[config.mk]
export PLATFORM = sky130hd
export DESIGN_NAME = inst_fetch_unit_flat
export DESIGN_NICKNAME = d
export VERILOG_FILES = /design/src/rtl/inst_fetch_unit_pkg.sv /design/src/rtl/inst_fetch_unit_if.sv /design/src/rtl/inst_fetch_unit_inst_mem.sv /design/src/rtl/inst_fetch_unit.sv /design/src/flat_wrapper.sv
export SDC_FILE = /design/constraint.sdc
export NUM_CORES = 1
export LEC_CHECK = 0
export BUFFER_PORTS_ARGS = -buffer_cell sky130_fd_sc_hd__clkbuf_2
export CAP_MARGIN = 30
export CORE_MARGIN = 2
export CORE_UTILIZATION = 49
export CTS_CLUSTER_DIAMETER = 100
export DETAILED_ROUTE_END_ITERATION = 12
export PLACE_DENSITY = 0.69
export SLEW_MARGIN = 30
export SYNTH_ARGS = -nofsm -noshare
export SYNTH_HDL_FRONTEND = slang
export SYNTH_SLANG_ARGS = --single-unit
[constraint.sdc]
create_clock -name clk -period 2 [get_ports clk]
set_input_delay 0.3 -clock clk [delete_from_list [all_inputs] [get_ports clk]]
set_output_delay 0.3 -clock clk [all_outputs]
set_load 0.01 [all_outputs]
[src/rtl/inst_fetch_unit_pkg.sv]
// Shared definitions for the Jump/Add/Li instruction fetch unit:
// opcode fields, special instruction words and fetch state encoding.
package inst_fetch_unit_pkg;

  localparam logic [1:0] OP_ADD  = 2'b00;
  localparam logic [1:0] OP_LI   = 2'b01;
  localparam logic [1:0] OP_MISC = 2'b10;
  localparam logic [1:0] OP_JMP  = 2'b11;

  localparam logic [7:0] INS_NOP  = 8'h80;
  localparam logic [7:0] INS_HALT = 8'hBF;

  typedef enum logic [1:0] {
    ST_IDLE,
    ST_RUN,
    ST_HALTED
  } fetch_state_t;

endpackage

[src/rtl/inst_fetch_unit_if.sv]
// Control, program-load and instruction-issue signals of the fetch unit.
// master: the fetch unit itself; slave: the decoder / host side.
interface inst_fetch_unit_if #(
  parameter int unsigned PC_W  = 4,
  parameter int unsigned CNT_W = 16
);
  logic             start;
  logic             stall;
  logic             prog_we;
  logic [PC_W-1:0]  prog_addr;
  logic [7:0]       prog_data;
  logic             pc_src;
  logic [7:0]       ins_code;
  logic             ins_valid;
  logic [PC_W-1:0]  ins_pc;
  logic             busy;
  logic             halted;
  logic [CNT_W-1:0] instr_count;

  modport master (
    input  start, stall, prog_we, prog_addr, prog_data, pc_src,
    output ins_code, ins_valid, ins_pc, busy, halted, instr_count
  );

  modport slave (
    output start, stall, prog_we, prog_addr, prog_data, pc_src,
    input  ins_code, ins_valid, ins_pc, busy, halted, instr_count
  );
endinterface

[src/rtl/inst_fetch_unit_inst_mem.sv]
// Writable instruction store: synchronous write, combinational read.
// Contents are deliberately not reset so a loaded program survives reset.
module inst_mem #(
  parameter int unsigned PC_W = 4
) (
  input  logic            clk,
  input  logic            we,
  input  logic [PC_W-1:0] waddr,
  input  logic [7:0]      wdata,
  input  logic [PC_W-1:0] raddr,
  output logic [7:0]      rdata
);
  logic [7:0] mem [2**PC_W];

  always_ff @(posedge clk) begin
    if (we) mem[waddr] <= wdata;
  end

  assign rdata = mem[raddr];
endmodule

[src/rtl/inst_fetch_unit.sv]
// Instruction fetch unit: PC, loadable imem, start/halt run control,
// stall hold and saturating issued-instruction counter.
import inst_fetch_unit_pkg::*;

module inst_fetch_unit #(
  parameter int unsigned PC_W  = 4,
  parameter int unsigned CNT_W = 16
) (
  input logic               clk,
  input logic               reset,
  inst_fetch_unit_if.master bus
);
  fetch_state_t     state_q, state_d;
  logic [7:0]       code_q, code_d;
  logic             valid_q, valid_d;
  logic [PC_W-1:0]  pc_q, pc_d;
  logic [CNT_W-1:0] cnt_q, cnt_d;
  logic [PC_W-1:0]  next_addr, rd_addr;
  logic [7:0]       rd_data;
  logic             mem_we;

  inst_mem #(.PC_W(PC_W)) u_mem (
    .clk   (clk),
    .we    (mem_we),
    .waddr (bus.prog_addr),
    .wdata (bus.prog_data),
    .raddr (rd_addr),
    .rdata (rd_data)
  );

  always_ff @(posedge clk or posedge reset) begin
    if (reset) begin
      state_q <= ST_IDLE;
      code_q  <= INS_NOP;
      valid_q <= 1'b0;
      pc_q    <= '0;
      cnt_q   <= '0;
    end else begin
      state_q <= state_d;
      code_q  <= code_d;
      valid_q <= valid_d;
      pc_q    <= pc_d;
      cnt_q   <= cnt_d;
    end
  end

  always_comb begin
    next_addr = (bus.pc_src && valid_q) ? code_q[PC_W-1:0] : pc_q + PC_W'(1);
    // Outside RUN the only read needed is address 0 for start; the read sees
    // the pre-write contents, so a same-cycle write to 0 is not picked up.
    rd_addr   = (state_q == ST_RUN) ? next_addr : '0;
    state_d   = state_q;
    code_d    = code_q;
    valid_d   = valid_q;
    pc_d      = pc_q;
    cnt_d     = cnt_q;
    mem_we    = 1'b0;
    case (state_q)
      ST_IDLE, ST_HALTED: begin
        mem_we = bus.prog_we;
        if (bus.start) begin
          state_d = ST_RUN;
          code_d  = rd_data;
          valid_d = 1'b1;
          pc_d    = '0;
          cnt_d   = CNT_W'(1);
        end
      end
      ST_RUN: begin
        if (!bus.stall) begin
          if (code_q == INS_HALT) begin
            state_d = ST_HALTED;
            code_d  = INS_NOP;
            valid_d = 1'b0;
          end else begin
            code_d = rd_data;
            pc_d   = next_addr;
            cnt_d  = (&cnt_q) ? cnt_q : cnt_q + CNT_W'(1);
          end
        end
      end
      default: state_d = ST_IDLE;
    endcase
  end

  assign bus.ins_code    = code_q;
  assign bus.ins_valid   = valid_q;
  assign bus.ins_pc      = pc_q;
  assign bus.instr_count = cnt_q;
  assign bus.busy        = (state_q == ST_RUN);
  assign bus.halted      = (state_q == ST_HALTED);
endmodule

[src/flat_wrapper.sv]
// flat-port wrapper written by rule: the top's interface ports become plain ports
module inst_fetch_unit_flat 
#(
  parameter int unsigned PC_W  = 4,
  parameter int unsigned CNT_W = 16
)
  (clk, reset, bus_start, bus_stall, bus_prog_we, bus_prog_addr, bus_prog_data, bus_pc_src, bus_ins_code, bus_ins_valid, bus_ins_pc, bus_busy, bus_halted, bus_instr_count);
  inst_fetch_unit_if #(.PC_W(PC_W), .CNT_W(CNT_W)) bus_i ();
  input logic clk;
  input logic reset;
  input wire logic [$bits(bus_i.start)-1:0] bus_start;
  input wire logic [$bits(bus_i.stall)-1:0] bus_stall;
  input wire logic [$bits(bus_i.prog_we)-1:0] bus_prog_we;
  input wire logic [$bits(bus_i.prog_addr)-1:0] bus_prog_addr;
  input wire logic [$bits(bus_i.prog_data)-1:0] bus_prog_data;
  input wire logic [$bits(bus_i.pc_src)-1:0] bus_pc_src;
  output wire logic [$bits(bus_i.ins_code)-1:0] bus_ins_code;
  output wire logic [$bits(bus_i.ins_valid)-1:0] bus_ins_valid;
  output wire logic [$bits(bus_i.ins_pc)-1:0] bus_ins_pc;
  output wire logic [$bits(bus_i.busy)-1:0] bus_busy;
  output wire logic [$bits(bus_i.halted)-1:0] bus_halted;
  output wire logic [$bits(bus_i.instr_count)-1:0] bus_instr_count;
  assign bus_i.start = bus_start;
  assign bus_i.stall = bus_stall;
  assign bus_i.prog_we = bus_prog_we;
  assign bus_i.prog_addr = bus_prog_addr;
  assign bus_i.prog_data = bus_prog_data;
  assign bus_i.pc_src = bus_pc_src;
  assign bus_ins_code = bus_i.ins_code;
  assign bus_ins_valid = bus_i.ins_valid;
  assign bus_ins_pc = bus_i.ins_pc;
  assign bus_busy = bus_i.busy;
  assign bus_halted = bus_i.halted;
  assign bus_instr_count = bus_i.instr_count;
  inst_fetch_unit #(.PC_W(PC_W), .CNT_W(CNT_W)) u_core (.clk(clk), .reset(reset), .bus(bus_i));
endmodule
==> results of run 1 <==
-- routing by layer --
metal / vias to the layer above / global-route usage
li1: 2052 / -
met1: 2216 / 0.267
met2: 185 / 0.355
met3: 37 / 0.0604
met4: 2 / 0.103
met5: - / 0
-- flip-flops by register name (all words and copies together) (netlist names) --
| name | count |
|---|---|
| u_core.bus.ins_code | 8 |
| u_core.bus.ins_pc | 4 |
| u_core.bus.ins_valid | 1 |
| u_core.bus.instr_count | 16 |
| u_core.state_q | 2 |
| u_core.u_mem.mem | 128 |
-- what timing repair did --
item | in CTS | in global routing
cloned | 1 | 4
buffers inserted | 7 | 13
pin swaps | 18 | 30
resized for setup | 20 | 40
setup endpoints to repair | 9 | 37
hold buffers | 1 | 0
hold endpoints to repair | 30 | 0
-- cell usage after synthesis, drive strengths merged (2+ instances only) --
| library cell | n | area (µm²) |
|---|---|---|
| dfrtp | 30 | 751 |
| nor2 | 35 | 131 |
| o211ai | 2 | 20.0 |
| xnor2 | 14 | 123 |
| o21a | 2 | 15.0 |
| edfxtp | 128 | 3840 |
| nor4b | 3 | 26.3 |
| nor4 | 5 | 31.3 |
| nand2 | 44 | 165 |
| a22oi | 15 | 113 |
| nor3 | 15 | 80.1 |
| or4 | 2 | 18.8 |
| mux2 | 6 | 67.6 |
| o22ai | 20 | 125 |
| nand4 | 6 | 43.8 |
| inv | 6 | 22.5 |
| or3 | 2 | 12.5 |
| buf | 13 | 98.8 |
| nand2b | 8 | 52.6 |
| mux2i | 45 | 450 |
| o21ai | 10 | 53.8 |
| and3 | 2 | 12.5 |
| ha | 2 | 25.0 |
| a21oi | 18 | 93.8 |
| o31ai | 6 | 45.0 |
| nand3 | 9 | 45.0 |
| clkbuf | 5 | 18.8 |
-- per-stage QoR --
stage / power, W / area (µm²) / hold WS (ns)
finish: 0.0131 / 8560 / 0.185
detailed placement: 0.00860 / 7490 / 0.397
CTS: 0.0122 / 8220 / 0.163
global placement: 0.00849 / 7490 / 0.382
global route: 0.0137 / 8560 / 0.200
floorplan: 0.00695 / 6650 / 0.399
-- worst paths after layout --
kind / from / endpoint / slack [ns] / depth (start not counted)
worst min register to register: u_core.bus.ins_pc[3] / u_core.bus.ins_pc[3] / 0.57 / 2
min in group asynchronous: reset / u_core.bus.ins_code[0] / 0.49 / 4
max in group asynchronous: reset / u_core.bus.ins_code[7] / 1.18 / 4
worst max-delay path: u_core.bus.ins_pc[0] / u_core.bus.ins_code[3] / -0.22 / 10
worst min-delay path: bus_start / u_core.state_q[0] / 0.18 / 3
worst max register to register: u_core.bus.ins_pc[0] / u_core.bus.ins_code[3] / -0.22 / 10
-- where the power goes --
group          leakage (nW)  total, W  internal, W  switching (W)
Clock                 0.281   0.00311      0.00193        0.00118
Combinational          1.50   0.00595      0.00297        0.00297
Sequential             1.54   0.00407      0.00383       0.000243
-- worst max-delay path, delay by kind of cell, from the launching register on --
kind	cells	cell delay, ns
AO/OA/AOI/OAI	5	0.95
multiplexers	1	0.13
buffers and inverters	3	0.37
flip-flops	1	0.41
adder cells (fa/ha/maj)	1	0.24
-- area by class of cell --
class	count	area [µm²]	share of cell area
clock buffer	25	485	0.0567
clock inverter	7	87.6	0.0102
inverter	6	25.0	0.00292
multi-input combinational	285	2090	0.244
sequential	159	4620	0.540
tap	176	220	0.0257
timing repair buffer	132	1030	0.121
-- kinds of logic after synthesis --
group | count (synthesis)
xor+xnor | 15
flops | 159
compound gates | 80
fa+ha+maj | 2
simple gates | 137
mux | 51
buf+inv | 24
==> impl_metrics.yaml, run 1 <==
cells_and_area:
  drive_above_1_share: 0.345
  nFillCells: 958
  fin_util: 0.647
  final_common_cell: "edfxtp_1"
  mostFrequentLayoutCells: "edfxtp_1, buf_4, clkbuf_2"
  area_growth_pct: 29.1
  insertedDiodeCount: 0
  layout.nets: 621
  fin_cells: 790
clocking:
  cts_inserted_buffers: 17
  cts_tree: "done"
  cts_sinks: 159
  clkLatencyLatePin_ns: 0.43
  cts_buffer_depth: 2
  cts_max_level: 4
  cts_root_buf: "clkbuf_16"
  clk_pin_slew_worst_paths_ns: 0.06
global_route:
  grt_max_degree: 32
  gr-usage-all-layers: 0.216
  gr-total-overflow: 0
  grt_pass1_wl_um: 23200
  grt_pass1_vias: 4383
  antenna_found_initial: 1
timing:
  fin_tns_setup_ns: -1.18
  timing.final.crit_share: 1.11
  hold_violations: 0
  fin_ws_ns: -0.217
  rsz0062_at_grt: "true"
  finalMaxSlewViolations: 0
  min_period_ns: 2.22
  slew_headroom: 0.644
  max_freq_ghz: 0.451
  skew_ns: 0.00685
  worst_pin_slew_ns: 0.533
  setup_violations: 8
detailed_routing:
  ant_nets: 0
  drc_errors: 0
  drt_iter0_markers: 333
  routed_wirelength_um: 15600
  top_layer: "met5"
  wire_per_inst_um: 19.8
  via_per_inst: 5.69
  wirelength_met1_um: 6240
  firstDrtPassIters: 5
  met2_length_um: 7740
  wl_met3_um: 1200
  vias: 4492
synthesis:
  avgSynthCellArea_um2: 14.2
  async_reset_ff_frac: 0.195
  syn-num-nets: 488
  synth_top_family_by_area: "simple AND/OR/NAND/NOR gates"
  synth_fa_ha_area_frac: 0.00377
  synth_flop_cell: "edfxtp_1"
  yosys.area_share.simple: 0.101
  syn_inst: 468
  synth.mux.area_fraction: 0.0781
  synth-seq-area-share: 0.697
  synth_edf_count: 128
  ys_ff_latch: 159
  synth_xor_area_frac: 0.0198
  syn-cell-area_um2: 6630
  synth-compound-area-share: 0.0796
  ys_warn_count: 0
  synth.distinct_cells: 53
place:
  dp_cells: 735
  gp_congestion: 0.890
  port-buffer-count: 48
  dp_hpwl_um: 10100
  pre_cts_ws_ns: -0.209
setup_path:
  path_class: "flip-flop to flip-flop"
  crit_chain: "ha_4 > a21boi_4 > o21a_4 > buf_12 > buf_8 > buf_6 > mux2i_1 > a22oi_1 > o22ai_1 > o31ai_1"
  cp-end-kind: "flip-flop"
  arrival_ns: 2.54
  critical_path.max_fanout: 7
  critPathSlowestCell: "dfrtp_1"
  cp-start-kind: "flip-flop"
  cp.required_ns: 2.33
  slowest_delay_ns: 0.41
pwr:
  ir_drop_v: 0.000989
  powerDensity_nw_per_um2: 1530
  leakage_nw: 3.32
outcome:
  status: "complete, but fails checks"
  violations: "setup timing"
job:
  cap_violations: 0
floorplan:
  dieArea_um2: 14500
  fp.dieW_um: 120
  initial_core_util: 0.501
  core_area_um2: 13200
  rows: 42
  die_h_um: 120
  io_pins: 49
worst_hold_path:
  hp-class: "input port to flip-flop"
Power figures use the tool's default switching activity.
==> run 2: changes to the inputs <==
--- a/config.mk
+++ b/config.mk
@@ -6,11 +6,12 @@
 export NUM_CORES = 1
 export LEC_CHECK = 0
 export BUFFER_PORTS_ARGS = -buffer_cell sky130_fd_sc_hd__clkbuf_2
-export CAP_MARGIN = 30
+export CAP_MARGIN = 20
 export CORE_MARGIN = 2
 export CORE_UTILIZATION = 49
 export CTS_CLUSTER_DIAMETER = 100
 export DETAILED_ROUTE_END_ITERATION = 12
+export GPL_TIMING_DRIVEN = 0
 export PLACE_DENSITY = 0.69
 export SLEW_MARGIN = 30
 export SYNTH_ARGS = -nofsm -noshare
==> impl_metrics.yaml, run 2 (synthesis gave the netlist of run 1 again) <==
global_route:
  grt_pass1_wl_um: 24300
  grt_pass1_vias: 4319
  gr-usage-all-layers: 0.230
  grt_max_degree: 32
  gr-total-overflow: 0
  antenna_found_initial: 0
setup_path:
  critical_path.max_fanout: 7
  crit_chain: "ha_1 > a21boi_4 > o21a_4 > buf_12 > buf_4 > nand2b_4 > o22ai_1 > o21ai_2 > o221a_4"
  critPathSlowestCell: "dfrtp_1"
  cp.required_ns: 2.37
  critical-path-top-delay-family: "compound AO/OA/AOI/OAI gates"
  arrival_ns: 2.57
  path_class: "flip-flop to flip-flop"
  critPathBufInv: 2
  slowest_delay_ns: 0.40
  cp-start-kind: "flip-flop"
  cp-end-kind: "flip-flop"
place:
  port-buffer-count: 48
  placed_area_um2: 7130
  dp_hpwl_um: 9940
  gp_congestion: 0.816
clocking:
  cts_buffer_depth: 2
  cts_max_level: 4
  clk_pin_slew_worst_paths_ns: 0.06
  cts_tree: "done"
  clkLatencyLatePin_ns: 0.43
  cts_root_buf: "clkbuf_16"
  cts_sinks: 159
  cts_inserted_buffers: 17
cells_and_area:
  drive_above_1_share: 0.414
  largest_reg_flops: 128
  layout.nets: 591
  mostFrequentLayoutCells: "edfxtp_1, clkbuf_2, nand2_1"
  top_register: "u_core.u_mem.mem"
  area_growth_pct: 32.4
  final_common_cell: "edfxtp_1"
  insertedDiodeCount: 0
  final_cell_area_um2: 8780
floorplan:
  core_area_um2: 13200
  die_h_um: 120
  rows: 42
  initial_core_util: 0.501
  io_pins: 49
  dieArea_um2: 14500
  fp.dieW_um: 120
timing:
  fin_tns_setup_ns: -1.28
  fin_ws_ns: -0.195
  setup_violations: 10
  finalMaxSlewViolations: 0
  whs_ns: 0.179
  skew_ns: 0.00715
  timing.final.crit_share: 1.10
  worst_pin_slew_ns: 0.739
  min_period_ns: 2.20
  slew_headroom: 0.505
  hold_violations: 0
  max_freq_ghz: 0.456
  rsz0062_at_grt: "true"
detailed_routing:
  drc_errors: 0
  met2_length_um: 8410
  routed_wirelength_um: 16800
  drt_iter0_markers: 376
  vias: 4458
  via_per_inst: 5.87
  ant_nets: 0
  wirelength_met1_um: 6950
  wire_per_inst_um: 22.1
  top_layer: "met4"
  wl_met3_um: 1060
  firstDrtPassIters: 7
pwr:
  ir_drop_v: 0.000953
  total_power_w: 0.0137
  powerDensity_nw_per_um2: 1560
  leakage_nw: 3.21
outcome:
  violations: "setup timing"
  status: "complete, but fails checks"
job:
  cap_violations: 0
worst_hold_path:
  hp-class: "input port to flip-flop"
-- run 2: cell types whose count changed in the layout (fill, tap and decap cells not counted), sizes merged --
cell      change
buf          -32
clkbuf        -5
clkinvlp      +1
inv           +6
-- run 2: what timing repair did --
item                                    CTS  global route
hold buffers                              1             0
gates cloned                              2             1
resized for setup                        93            66
pin swaps                                20            24
buffers inserted                         19            14
endpoints found under the setup margin   70            71
endpoints found under the hold margin    30             0
-- run 2: metrics by stage --
step | util | instances | worst slack [ns]
floorplan | - | 468 | 0.00389
global placement | 0.537 | 692 | -0.461
detailed placement | 0.538 | 692 | -0.517
CTS | 0.629 | 745 | -0.161
global route | 0.663 | 760 | -0.241
finish | 0.663 | 760 | -0.195
-- run 2: cell type report --
class,count,area (µm²)
timing repair buffer,85,591
tap,176,220
sequential,159,4630
clock buffer,18,429
multi-input combinational,285,2510
clock inverter,14,154
buffer,17,219
inverter,6,27.5
fill,909,4460
-- run 2: per-layer routing --
| layer | vias up | global-route usage |
|---|---|---|
| li1 | 2002 | - |
| met1 | 2234 | 0.305 |
| met2 | 186 | 0.376 |
| met3 | 36 | 0.0538 |
| met4 | 0 | 0.0756 |
| met5 | - | 0 |
-- run 2: power breakdown --
group          leakage (nW)  switching, W  internal (W)  total, W
logic                  1.39       0.00342       0.00298   0.00640
registers              1.53      0.000284       0.00383   0.00412
clock network         0.281       0.00135       0.00186   0.00321
total                  3.21       0.00505       0.00867    0.0137
-- run 2: worst paths after layout --
check / startpoint / endpoint / slack, ns / cells after the start
worst min register to register: u_core.bus.ins_code[5] / u_core.bus.ins_code[5] / 0.57 / 2
worst max register to register: u_core.bus.ins_pc[0] / u_core.bus.ins_code[7] / -0.20 / 9
max in group asynchronous: reset / u_core.bus.instr_count[6] / 1.05 / 3
worst max-delay path: u_core.bus.ins_pc[0] / u_core.bus.ins_code[7] / -0.20 / 9
worst min-delay path: bus_start / u_core.state_q[0] / 0.18 / 3
min in group asynchronous: reset / u_core.bus.ins_code[4] / 0.49 / 3
-- run 2: worst min-delay path, cell delays in order --
cell and delay, ns:
clkbuf_2 0.11, nand2b_1 0.09, nand2_1 0.07
